**src/rtl/paddle_array_ctrl.sv**
```systemverilog
// Paddle controller for N players. Raw active-low buttons are synchronised
// and debounced. Paddles move once per prescaled tick and speed up after a
// sustained same-direction hold. Positions clamp to the playfield. The game
// state decides which paddles may move, and state 3 re-centres every paddle.
module paddle_array_ctrl #(
  parameter int N_PLAYERS  = 2,
  parameter int POS_W      = 10,
  parameter int POS_MIN    = 140,
  parameter int POS_MAX    = 340,
  parameter int CENTER     = 220,
  parameter int STEP       = 10,
  parameter int FAST_STEP  = 20,
  parameter int HOLD_TICKS = 8,
  parameter int TICK_DIV   = 250000,
  parameter int DEB_CYCLES = 16
) (
  input  logic                       clk,
  input  logic                       reset,
  input  logic [1:0]                 game_state,
  input  logic [N_PLAYERS-1:0]       up_n,
  input  logic [N_PLAYERS-1:0]       down_n,
  output logic [N_PLAYERS*POS_W-1:0] pos,
  output logic [N_PLAYERS-1:0]       at_limit,
  output logic [N_PLAYERS-1:0]       moving
);

  localparam int PRE_W  = $clog2(TICK_DIV);
  localparam int DEB_W  = $clog2(DEB_CYCLES + 1);
  localparam int HOLD_W = (HOLD_TICKS < 1) ? 1 : $clog2(HOLD_TICKS + 1);

  localparam logic [PRE_W-1:0]  TICK_LAST = PRE_W'(TICK_DIV - 1);
  localparam logic [DEB_W-1:0]  DEB_LAST  = DEB_W'(DEB_CYCLES - 1);
  localparam logic [HOLD_W-1:0] HOLD_SAT  = HOLD_W'(HOLD_TICKS);
  localparam logic [POS_W-1:0]  CENTER_P  = POS_W'(CENTER);
  localparam logic [POS_W-1:0]  MIN_P     = POS_W'(POS_MIN);
  localparam logic [POS_W-1:0]  MAX_P     = POS_W'(POS_MAX);
  localparam logic [POS_W:0]    MIN_X     = (POS_W+1)'(POS_MIN);
  localparam logic [POS_W:0]    MAX_X     = (POS_W+1)'(POS_MAX);
  localparam logic [POS_W:0]    STEP_X    = (POS_W+1)'(STEP);
  localparam logic [POS_W:0]    FAST_X    = (POS_W+1)'(FAST_STEP);

  // Up move with a floor at POS_MIN. The compare is one bit wider so it cannot wrap.
  function automatic logic [POS_W-1:0] sat_up(input logic [POS_W-1:0] p,
                                               input logic [POS_W:0]   s);
    logic [POS_W:0] ext;
    ext = {1'b0, p};
    if (ext < MIN_X + s) return MIN_P;
    return p - s[POS_W-1:0];
  endfunction

  // Down move with a ceiling at POS_MAX. The sum is one bit wider so it cannot wrap.
  function automatic logic [POS_W-1:0] sat_dn(input logic [POS_W-1:0] p,
                                               input logic [POS_W:0]   s);
    logic [POS_W:0] sum;
    sum = {1'b0, p} + s;
    if (sum > MAX_X) return MAX_P;
    return sum[POS_W-1:0];
  endfunction

  logic [PRE_W-1:0]       presc;
  logic                   tick;
  // Button vectors: the low N bits hold the up buttons, the high N bits hold the down buttons.
  logic [2*N_PLAYERS-1:0] btn_meta_p0;
  logic [2*N_PLAYERS-1:0] btn_sync_p1;
  logic [2*N_PLAYERS-1:0] deb_q;
  logic [DEB_W-1:0]       deb_cnt [2*N_PLAYERS];
  logic [POS_W-1:0]       pos_q   [N_PLAYERS];
  logic [POS_W-1:0]       pos_nxt [N_PLAYERS];
  logic [HOLD_W-1:0]      hold_q  [N_PLAYERS];
  logic [POS_W:0]         step    [N_PLAYERS];
  logic [N_PLAYERS-1:0]   dir_vld_q, dir_up_q;
  logic [N_PLAYERS-1:0]   allowed, req_up, req_dn, has_req, dir_chg;

  // Free-running move prescaler. It does not depend on the game state.
  always_ff @(posedge clk or negedge reset) begin
    if (!reset) presc <= '0;
    else if (presc == TICK_LAST) presc <= '0;
    else presc <= presc + PRE_W'(1);
  end

  assign tick = (presc == TICK_LAST);

  // Two-flop synchroniser, then a per-button stability counter for the debounced level.
  always_ff @(posedge clk or negedge reset) begin
    if (!reset) begin
      btn_meta_p0 <= '1;
      btn_sync_p1 <= '1;
      deb_q       <= '1;
      for (int i = 0; i < 2*N_PLAYERS; i++) deb_cnt[i] <= '0;
    end else begin
      btn_meta_p0 <= {down_n, up_n};
      btn_sync_p1 <= btn_meta_p0;
      for (int i = 0; i < 2*N_PLAYERS; i++) begin
        if (btn_sync_p1[i] == deb_q[i]) begin
          deb_cnt[i] <= '0;
        end else if (deb_cnt[i] == DEB_LAST) begin
          deb_q[i]   <= btn_sync_p1[i];
          deb_cnt[i] <= '0;
        end else begin
          deb_cnt[i] <= deb_cnt[i] + DEB_W'(1);
        end
      end
    end
  end

  // Move permission from the game state: state 0 serves P0, state 1 serves P1, state 2 frees everyone.
  always_comb begin
    allowed = '0;
    case (game_state)
      2'd0:    allowed = N_PLAYERS'(1);
      2'd1:    allowed = N_PLAYERS'(2);
      2'd2:    allowed = '1;
      default: allowed = '0;
    endcase
  end

  // Request decode, step size and clamped candidate position for each player.
  always_comb begin
    req_up  = '0;
    req_dn  = '0;
    has_req = '0;
    dir_chg = '0;
    for (int i = 0; i < N_PLAYERS; i++) begin
      req_up[i]  = !deb_q[i] && deb_q[N_PLAYERS+i];
      req_dn[i]  = deb_q[i] && !deb_q[N_PLAYERS+i];
      has_req[i] = req_up[i] | req_dn[i];
      dir_chg[i] = has_req[i] && dir_vld_q[i] && (dir_up_q[i] != req_up[i]);
      step[i]    = (!dir_chg[i] && (hold_q[i] >= HOLD_SAT)) ? FAST_X : STEP_X;
      pos_nxt[i] = req_up[i] ? sat_up(pos_q[i], step[i]) : sat_dn(pos_q[i], step[i]);
    end
  end

  // Position, hold counter and last direction. State 3 re-centres at once without waiting for a tick.
  always_ff @(posedge clk or negedge reset) begin
    if (!reset) begin
      dir_vld_q <= '0;
      dir_up_q  <= '0;
      for (int i = 0; i < N_PLAYERS; i++) begin
        pos_q[i]  <= CENTER_P;
        hold_q[i] <= '0;
      end
    end else begin
      for (int i = 0; i < N_PLAYERS; i++) begin
        if (game_state == 2'd3) begin
          pos_q[i]     <= CENTER_P;
          hold_q[i]    <= '0;
          dir_vld_q[i] <= 1'b0;
          dir_up_q[i]  <= 1'b0;
        end else begin
          if (!allowed[i] || !has_req[i] || dir_chg[i]) hold_q[i] <= '0;
          else if (tick && (hold_q[i] != HOLD_SAT)) hold_q[i] <= hold_q[i] + HOLD_W'(1);
          if (tick && allowed[i] && has_req[i]) begin
            pos_q[i]     <= pos_nxt[i];
            dir_vld_q[i] <= 1'b1;
            dir_up_q[i]  <= req_up[i];
          end
        end
      end
    end
  end

  // Flattened positions, limit flags and movement flags for the downstream logic.
  for (genvar g = 0; g < N_PLAYERS; g++) begin : g_out
    assign pos[g*POS_W +: POS_W] = pos_q[g];
    assign at_limit[g] = (pos_q[g] == MIN_P) || (pos_q[g] == MAX_P);
    assign moving[g]   = allowed[g] && has_req[g];
  end

endmodule

```
**config.mk**
```make
export PLATFORM = sky130hd
export DESIGN_NAME = paddle_array_ctrl
export DESIGN_NICKNAME = d
export VERILOG_FILES = /design/src/rtl/paddle_array_ctrl.sv
export SDC_FILE = /design/constraint.sdc
export NUM_CORES = 1
export LEC_CHECK = 0
export CORE_ASPECT_RATIO = 0.6
export CORE_MARGIN = 2
export CORE_UTILIZATION = 49
export DETAILED_ROUTE_END_ITERATION = 8
export PLACE_DENSITY = 0.7
export SYNTH_ARGS = -nofsm -noshare
export SYNTH_HDL_FRONTEND = slang
export SYNTH_SLANG_ARGS = --single-unit
```
**constraint.sdc**
```tcl
create_clock -name clk -period 3.4 [get_ports clk]
set_input_delay 0.68 -clock clk [delete_from_list [all_inputs] [get_ports clk]]
set_output_delay 0.68 -clock clk [all_outputs]
set_load 0.02 [all_outputs]
```
Yosys cells after proc, flatten, opt, wreduce, memory -nomap -nowiden --
Cells that the tools add are included.
Storage, ports and cells: register bits 82, output and inout bits 24, logic and storage cells 151
Operators by class: $add $sub $neg 13, $lt $le $gt $ge 6, equal/unequal tests 20, mux-type cells 44, bitwise logic cells 6, reductions and logical operators 43
Operator list (count):
- 2-to-1 mux 10 bit | 14
- 2-to-1 mux 5 bit | 10
- 2-to-1 mux 4 bit | 6
- adder 10 x 5 -> 11 bit | 2
- greater-than comparator 11 x 9 -> 1 bit, second input constant | 2
- adder 5 x 1 -> 5 bit, second input constant | 4
- == test 10 x 8 -> 1 bit, second input constant | 2
- == test 10 x 9 -> 1 bit, second input constant | 2
- == test 5 x 4 -> 1 bit, second input constant | 4
- < comparator 10 x 9 -> 1 bit | 2
- subtractor 10 x 5 -> 10 bit | 2
- adder 18 x 1 -> 18 bit, second input constant | 1
- adder 8 x 5 -> 9 bit, first input constant | 2
- == test 18 bit, second input constant | 1
- logical AND 1 bit | 18
- 2-to-1 mux 18 bit | 1
- 2-to-1 mux 1 bit | 12
- zero test 1 bit | 10
- adder 4 x 1 -> 4 bit, second input constant | 2
- >= comparator 4 bit, second input constant | 2
- != test 4 bit, second input constant | 2
- AND reduction 2 bit | 4
- logical OR 1 bit | 6
- case mux 2 bit (3 select lines) | 1
- 9 further kinds | 20

Longest topological paths before layout --
Gate-level depths: netlist of the first run.
depth in word-level cells 15, gate-level depth with buffers 15

Worst setup path after synthesis of the first run --
OpenSTA, ideal clock, no wires.
path type reg-to-reg, start point reg deb_q[1], end point reg pos_q, in the netlist pos[18], library setup time 134 ps, arrival time 3434 ps, data required time 3266 ps, slack -168 ps, cell stages (with the launch flop) 15, buffers on the path 0, clock period less this slack 3568 ps, path through dfstp_2 inv_1 ha_1 xor2_1 nand2_1 o21ai_0 inv_1 fa_1 a21o_1 a21oi_2 nor3_1 mux2i_1 o211ai_1 a21oi_1 o21ai_0
On the way: longest elaborated chain between the ends 15, elaborated cells between the ends (all ways) 24, those cells by class add/sub: 3; order compare: 2; eq/ne: 1; mux: 8; bitwise: 1; reduce/logical: 9
RTL lines:
- start, declared | line 65 | logic [2*N_PLAYERS-1:0] deb_q;
- start signal, assigned by index | line 97 | deb_q[i] <= btn_sync_p1[i];
- zero test 1 bit | line 124 | req_up[i] = !deb_q[i] && deb_q[N_PLAYERS+i];
- logical AND 1 bit | line 124
- OR 1 bit | line 126 | has_req[i] = req_up[i] | req_dn[i];
- logical AND 1 bit (2 in a row) | line 127 | dir_chg[i] = has_req[i] && dir_vld_q[i] && (dir_up_q[i] != req_up[i]);
- zero test 1 bit | line 128 | step[i] = (!dir_chg[i] && (hold_q[i] >= HOLD_SAT)) ? FAST_X : STEP_X;
- logical AND 1 bit | line 128
- 2-to-1 mux 5 bit | line 128
- adder 10 x 5 -> 11 bit / adder 8 x 5 -> 9 bit (equally long branches) | line 55, 47
- greater-than comparator 11 x 9 -> 1 bit / < comparator 10 x 9 -> 1 bit (equally long branches) | line 56, 47
- 2-to-1 mux 1 bit, on equally long branches | line 56, 47
- 2-to-1 mux 10 bit, on equally long branches | line 57, 48
- 2-to-1 mux 10 bit | line 129 | pos_nxt[i] = req_up[i] ? sat_up(pos_q[i], step[i]) : sat_dn(pos_q[i], step[i]);
- 2-to-1 mux 10 bit | line 152 | if (tick && allowed[i] && has_req[i]) begin
- 2-to-1 mux 10 bit | line 144 | if (game_state == 2'd3) begin
- end signal, assigned by index | line 153 | pos_q[i] <= pos_nxt[i];
- end, declared | line 67 | logic [POS_W-1:0] pos_q [N_PLAYERS];
Parallel ways exist; a longest one is shown, timed or not. The select of a mux whose other input is x is not followed. A chain may end at the register's enable or synchronous reset.

Worst setup path in the final report of the first run --
start point reg deb_q[0], end point reg pos_q, in the netlist pos[2]
The elaborated chain is that of the path after synthesis.

==> flow_summary.toml, run 1 <==
[floorplan]
die_w_um = 136
fp-row-count = 28
dieArea_um2 = 11400
core_area_um2 = 10000
io_pins = 32
start_util_pct = 51.3
die_h_um = 83.3

[sta]
fin_skew_ns = 0.00615
rsz0062_at_grt = "yes"
tightest_slew_ns = 0.995
final_max_slew_viol_count = 0
fmaxAchievable_mhz = 299
min_period_over_period_pct = 98.4
relSlewSlack_pct = 33.6
hold_ws_ns = 0.357
fin_crit_ns = 3.35
setup_violations = 0
hold_viol = 0

[worst_setup_path]
max_stage_delay_ns = 0.55
crit_path_max_fanout = 7
slowest_stage = "dfstp_2"
end_kind = "flop"
path_common_cell = "ha_4"
path_delay_family = "compound AO/OA/AOI/OAI gates"
critPathArrivalTime_ns = 3.61
crit_required_ns = 3.67
path_cells = "inv_2 > ha_4 > xor2_1 > nand3b_1 > nand2_4 > ha_4 > fa_2 > buf_4 > o31a_1 > nor3_2 > a221o_1 > o21ai_4 > a2111oi_2 > nor2_1"
crit_type = "reg -> reg"
path_buf_inv = 2
startpoint_type = "flop"

[global_routing]
globalRouteOverflowTotal = 0
grt_antenna_before_repair = 0
grt_pass1_vias = 4139
grt_first_pass_wirelength_um = 20900
grt_max_degree = 81
grt_usage_pct = 23.4

[drt]
drc = 0
dr.pass1.iters = 5
vias = 4315
via_per_inst = 5.77
totalWireLength_um = 13000
detail_route.wl_per_cell_um = 17.3
drt_iter0_markers = 276
ant_nets = 0

[yosys]
ys_ff_latch = 80
yosysTopAreaCell = "dfrtp_1"
synth_edf_count = 0
avgSynthCellArea_um2 = 9.38
syn_inst = 548
yosys_warnings = 0
yosysSeqAreaShare_pct = 39.5
syn_area_um2 = 5140
ys_types = 77
synth.area.top_cells = "dfrtp_1 28%, dfstp_2 11%, ha_1 7.8%"
synth_ff_type = "dfrtp_1"
synth_top_area_share_pct = 28.2
async_flop_share_pct = 100

[clock_network]
clockBufferDepth = 2
cts-root-buf = "clkbuf_16"
hold_buffers = 0
clk_latency_ns = 0.34
path_clk_slew_ns = 0.06
numCtsBuffers = 9
cts_sinks = 80
htree_num_levels = 3
cts_tree = "yes"

[layout]
syn_to_final_growth_pct = 23.0
multi_input_area_um2 = 3110
n_antenna_cell = 0
drive_above_1_share_pct = 22.0
seq_area_um2 = 2030
design_area_um2 = 6320
fillers = 809
fin_nets = 652

[power]
intPower_mw = 1.57
fin_total_pwr_mw = 2.03
pwr-share-seq_pct = 48.4
p_sw_share_pct = 22.7
combPwrFrac_pct = 3.1
clock_power_share_pct = 48.5
p_per_area_nw_per_um2 = 322
p_leak_nw = 2.66
p_switching_uw = 462
ir_drop_uv = 266

[placed_design]
port_buffers = 29
place_area_um2 = 5730
globalplace.congestion = 0.975
hpwl_um = 9230

[job]
drv_cap = 0

[min_path]
hold_path_class = "reg -> reg"

[outcome]
status = "finished clean"
-- power by group through the flow --
stage                     Sequential (mW)  Combinational, mW  Clock (mW)
after floorplan                     0.998             0.0290           0
after global routing                0.986             0.0727        1.05
after CTS                           0.985             0.0649        1.01
final                               0.984             0.0627       0.986
after global placement               1.00             0.0622           0
after detailed placement             1.00             0.0641           0
-- state kept, by name, indices dropped and copies added (netlist names) --
name,count
btn_meta_p0,4
btn_sync_p1,4
deb_cnt,20
deb_q,4
dir_up_q,2
dir_vld_q,2
hold_q,8
pos,18
presc,18
-- per-stage QoR --
stage / TNS, ns / instances / util, % / setup slack (ns)
after floorplan: 0 / 549 / - / 0.0369
after global placement: -0.0459 / 722 / 57.2 / -0.0459
after detailed placement: -0.460 / 722 / 57.2 / -0.144
after CTS: 0 / 741 / 61.0 / 0.00685
after global routing: -1.06 / 748 / 63.1 / -0.146
final: 0 / 748 / 63.1 / 0.0531
-- area by class of cell --
class | instances | share of cell area, %
Clock buffer | 9 | 3.56
Clock inverter | 7 | 1.25
Inverter | 29 | 1.80
Multi-Input combinational cell | 419 | 49.1
Sequential cell | 80 | 32.1
Tap cell | 135 | 2.67
Timing Repair Buffer | 69 | 9.48
-- cells by family (layout without fill, tap and decap cells) --
family / Yosys count / after routing / share of synthesized area [%]
xor+xnor: 51 / 51 / 8.69
other cells: 1 / 2 / 0.0729
fa+ha+maj: 36 / 36 / 9.35
flops: 80 / 80 / 39.5
simple gates: 205 / 205 / 20.2
buf+inv: 50 / 114 / 4.28
compound gates: 120 / 120 / 16.9
mux: 5 / 5 / 1.02
-- cells in the mapped netlist (3+ instances only) --
cell,count
nor2_1,56
o211ai_1,5
nand2_1,44
o31ai_1,3
o21ai_0,22
o22ai_1,3
or2_2,3
a21o_1,5
dfrtp_1,58
o21bai_1,5
xor2_1,29
buf_2,4
nand4_1,6
nor2b_1,9
and3_1,10
o21a_1,7
or3_1,3
a21oi_1,21
a211oi_1,7
nand3_1,27
dfstp_2,22
a31oi_1,7
nor4_1,6
ha_1,32
nand2b_1,5
xnor2_1,22
and2_1,14
mux2i_1,3
clkbuf_1,11
fa_1,4
nor3_1,7
inv_1,26
nand3b_1,3
-- timing repair --
action / CTS / global route
setup buffers: 3 / 7
resized for setup: 10 / 37
pin swaps: 5 / 32
setup endpoints to repair: 8 / 16
-- cells in the final DEF (no fill, tap or decap), types with 21 or more instances in the layout --
cell             netlist  final
buf_4                  2     38
clkdlybuf4s50_1        0     28
dfrtp_1               58     58
dfstp_2               22     22
ha_1                  32     23
inv_1                 26     22
nand2_1               44     43
nand3_1               27     27
nor2_1                56     56
xnor2_1               22     21
xor2_1                29     28
-- layer usage --
metal / part of all wire [%] / wire length (µm) / track usage, %
met5: 0 / 0 / 0
met3: 8.6 / 1110 / 9.10
met1: 50 / 6480 / 35.9
met2: 40 / 5200 / 30.2
met4: 1.2 / 161 / 5.49
-- final timing paths --
kind                                startpoint        endpoint  slack [ns]  depth (start not counted)
worst max-delay path                  deb_q[0]          pos[2]        0.05                         14
worst min-delay path            btn_meta_p0[3]  btn_sync_p1[3]        0.36                          0
worst max register to register        deb_q[0]          pos[2]        0.05                         14
worst min register to register  btn_meta_p0[3]  btn_sync_p1[3]        0.36                          0
max in group asynchronous                reset       hold_q[5]        2.25                          1
min in group asynchronous                reset      deb_cnt[3]        0.49                          1
Power figures use the tool's default switching activity.
==> run 2, diff against run 1 <==
- ABC_AREA: unset -> 1
- ABC_CLOCK_PERIOD_IN_PS: unset -> 3400
==> flow_summary.toml, run 2 <==
[floorplan]
start_util_pct = 49.8
io_pins = 32
die_h_um = 83.9
dieArea_um2 = 11500
die_w_um = 137
fp-row-count = 29
core_area_um2 = 10500

[drt]
vias = 4609
route.met3.wl_um = 973
via_per_inst = 5.45
drt_iter0_markers = 411
ant_nets = 0
drc = 0
totalWireLength_um = 12400
met2WireLength_um = 5000
dr.pass1.iters = 6
met1Wirelength_um = 6270
top_layer = "met4"
detail_route.wl_per_cell_um = 14.6

[layout]
fin_nets = 746
drive_above_1_share_pct = 14.9
syn_to_final_growth_pct = 17.6
regMostFlops = "deb_cnt"
n_antenna_cell = 0
fillers = 907
largest_reg_flops = 20
mostFrequentLayoutCells = "112 x nand2_1, 90 x inv_1, 84 x nor2_1"
design_area_um2 = 6130
layout_commonest_cell = "nand2_1"
stdcell_count = 846

[global_routing]
grt_first_pass_wirelength_um = 20200
grt_antenna_before_repair = 0
globalRouteOverflowTotal = 0
grt_pass1_vias = 4122
grt_usage_pct = 22.4
grt_max_degree = 81

[worst_setup_path]
r2r-start = "deb_q[0]"
path_buf_inv = 4
worstReg2RegEnd = "pos[8]"
r2r_setup_slack_ns = 0.18
path_delay_family = "simple AND/OR/NAND/NOR gates"
r2r_cells = 18
path_cells = "inv_1 > ha_4 > a21oi_1 > o211ai_1 > nand2_2 > buf_4 > ha_4 > inv_2 > nor2_1 > nand3_1 > nand3_1 > nand3_2 > xor2_4 > buf_4 > nor2_1 > nand3_1 > nand2_1 > o21ai_0"
end_kind = "flop"
slowest_stage = "dfstp_2"
crit_required_ns = 3.61
critPathArrivalTime_ns = 3.43
crit_type = "reg -> reg"
setup.worst_path.start = "deb_q[0]"
max_stage_delay_ns = 0.54
crit_cells = 18
startpoint_type = "flop"
crit_path_max_fanout = 7
path_common_cell = "nand3_1"
worstSetupEndpoint = "pos[8]"

[yosys]
synth_edf_count = 0
synth.most_common_cell = "nand2_1"
synth_ff_type = "dfrtp_1"
yosysSeqAreaShare_pct = 39.0
syn_inst = 658
syn_area_um2 = 5210
yosys_warnings = 0
ys_top_cells_by_count = "116 x nand2_1, 91 x inv_1, 87 x nor2_1"
ys_ff_latch = 80
ys_types = 56
async_flop_share_pct = 100
yosysTopAreaCell = "dfrtp_1"
synth.area.top_cells = "dfrtp_1 28%, dfstp_2 11%, nand2_1 8.4%"
avgSynthCellArea_um2 = 7.91
synth_top_area_share_pct = 27.9

[power]
p_per_area_nw_per_um2 = 365
p_leak_nw = 2.91
ir_drop_uv = 222

[clock_network]
clk_latency_ns = 0.34
cts-root-buf = "clkbuf_16"
htree_num_levels = 3
numCtsBuffers = 9
cts_tree = "yes"
path_clk_slew_ns = 0.06
clockBufferDepth = 2
cts_sinks = 80

[sta]
setup_slack_ns = 0.179
fin_tns_setup_ns = 0
final_max_slew_viol_count = 0
fin_skew_ns = 0.00551
relSlewSlack_pct = 33.6
setup_violations = 0
fin_crit_ns = 3.22
min_period_over_period_pct = 94.7
tightest_slew_ns = 0.996
hold_ws_ns = 0.355
fmaxAchievable_mhz = 310
hold_viol = 0

[placed_design]
globalplace.congestion = 0.985
place_area_um2 = 5660
hpwl_um = 9000
dp.cells = 824
dp_slack_ns = -0.000755
port_buffers = 29

[min_path]
hold_path_depth = 0
hold_path_class = "reg -> reg"

[outcome]
status = "finished clean"

[job]
drv_cap = 0
run 2: cell count changes after synthesis, moves of 8 or more:
cell,delta
a21oi_1,+15
and2_1,-14
and3_1,-8
clkbuf_1,-11
inv_1,+65
nand2_1,+72
nand3_1,+36
nand4_1,+12
nor2_1,+31
nor2b_1,-9
xnor2_1,-18
xor2_1,-10
run 2: area by class of cell:
type                       count  area (µm²)  area share, %
clock buffer                  10         229           3.74
clock inverter                 6         109           1.78
inverter                     102         392           6.39
multi-input combinational    468        2820           46.0
sequential                    80        2030           33.1
tap                          139         174           2.84
timing repair buffer          41         378           6.17
run 2: power by group:
| group | leakage, nW | internal (mW) | total, mW | switching, mW |
|---|---|---|---|---|
| Combinational | 1.73 | 0.0460 | 0.136 | 0.0901 |
| Clock | 0.166 | 0.716 | 1.10 | 0.387 |
| Sequential | 1.02 | 0.978 | 0.994 | 0.0166 |
| Total | 2.91 | 1.74 | 2.23 | 0.494 |
run 2: kinds of logic (layout without fill, tap and decap cells):
group / after synthesis / after routing / share of synthesized area [%]
AOI/OAI and AO/OA: 80 / 80 / 9.27
xor gates and xnor gates: 25 / 25 / 4.49
adders and majority gates: 36 / 36 / 9.23
buffers and inverters: 111 / 159 / 8.58
DFF: 80 / 80 / 39.0
muxes: 2 / 2 / 0.432
other: 1 / 2 / 0.0720
and+or+nand+nor: 323 / 323 / 29.0
run 2: worst min path at each step:
stage / from / end / slack [ns]
floorplan: btn_meta_p0[0] / btn_sync_p1[0] / 0.35
global placement: btn_meta_p0[3] / btn_sync_p1[3] / 0.35
detailed placement: btn_meta_p0[0] / btn_sync_p1[0] / 0.35
CTS: btn_meta_p0[0] / btn_sync_p1[0] / 0.36
global route: btn_meta_p0[0] / btn_sync_p1[0] / 0.36
finish: btn_meta_p0[0] / btn_sync_p1[0] / 0.36
run 2: metal layers:
metal	vias to the layer above	global-route usage, %
li1	2235	-
met3	17	5.65
met1	2187	35.9
met2	170	29.7
met5	-	0
met4	0	5.34
run 2: timing repair:
| item | in CTS | in global routing |
|---|---|---|
| setup buffers | 0 | 6 |
| pin swaps | 0 | 3 |
| endpoints found under the setup margin | 3 | 16 |
| resized for setup | 1 | 19 |
| hold buffers | 0 | 0 |
run 2: per-stage QoR:
step | power [mW] | utilization [%]
final | 2.23 | 58.6
after global routing | 2.31 | 58.6
after CTS | 2.24 | 57.4
after detailed placement | 1.14 | 54.2
after global placement | 1.14 | 54.2
after floorplan | 1.09 | -
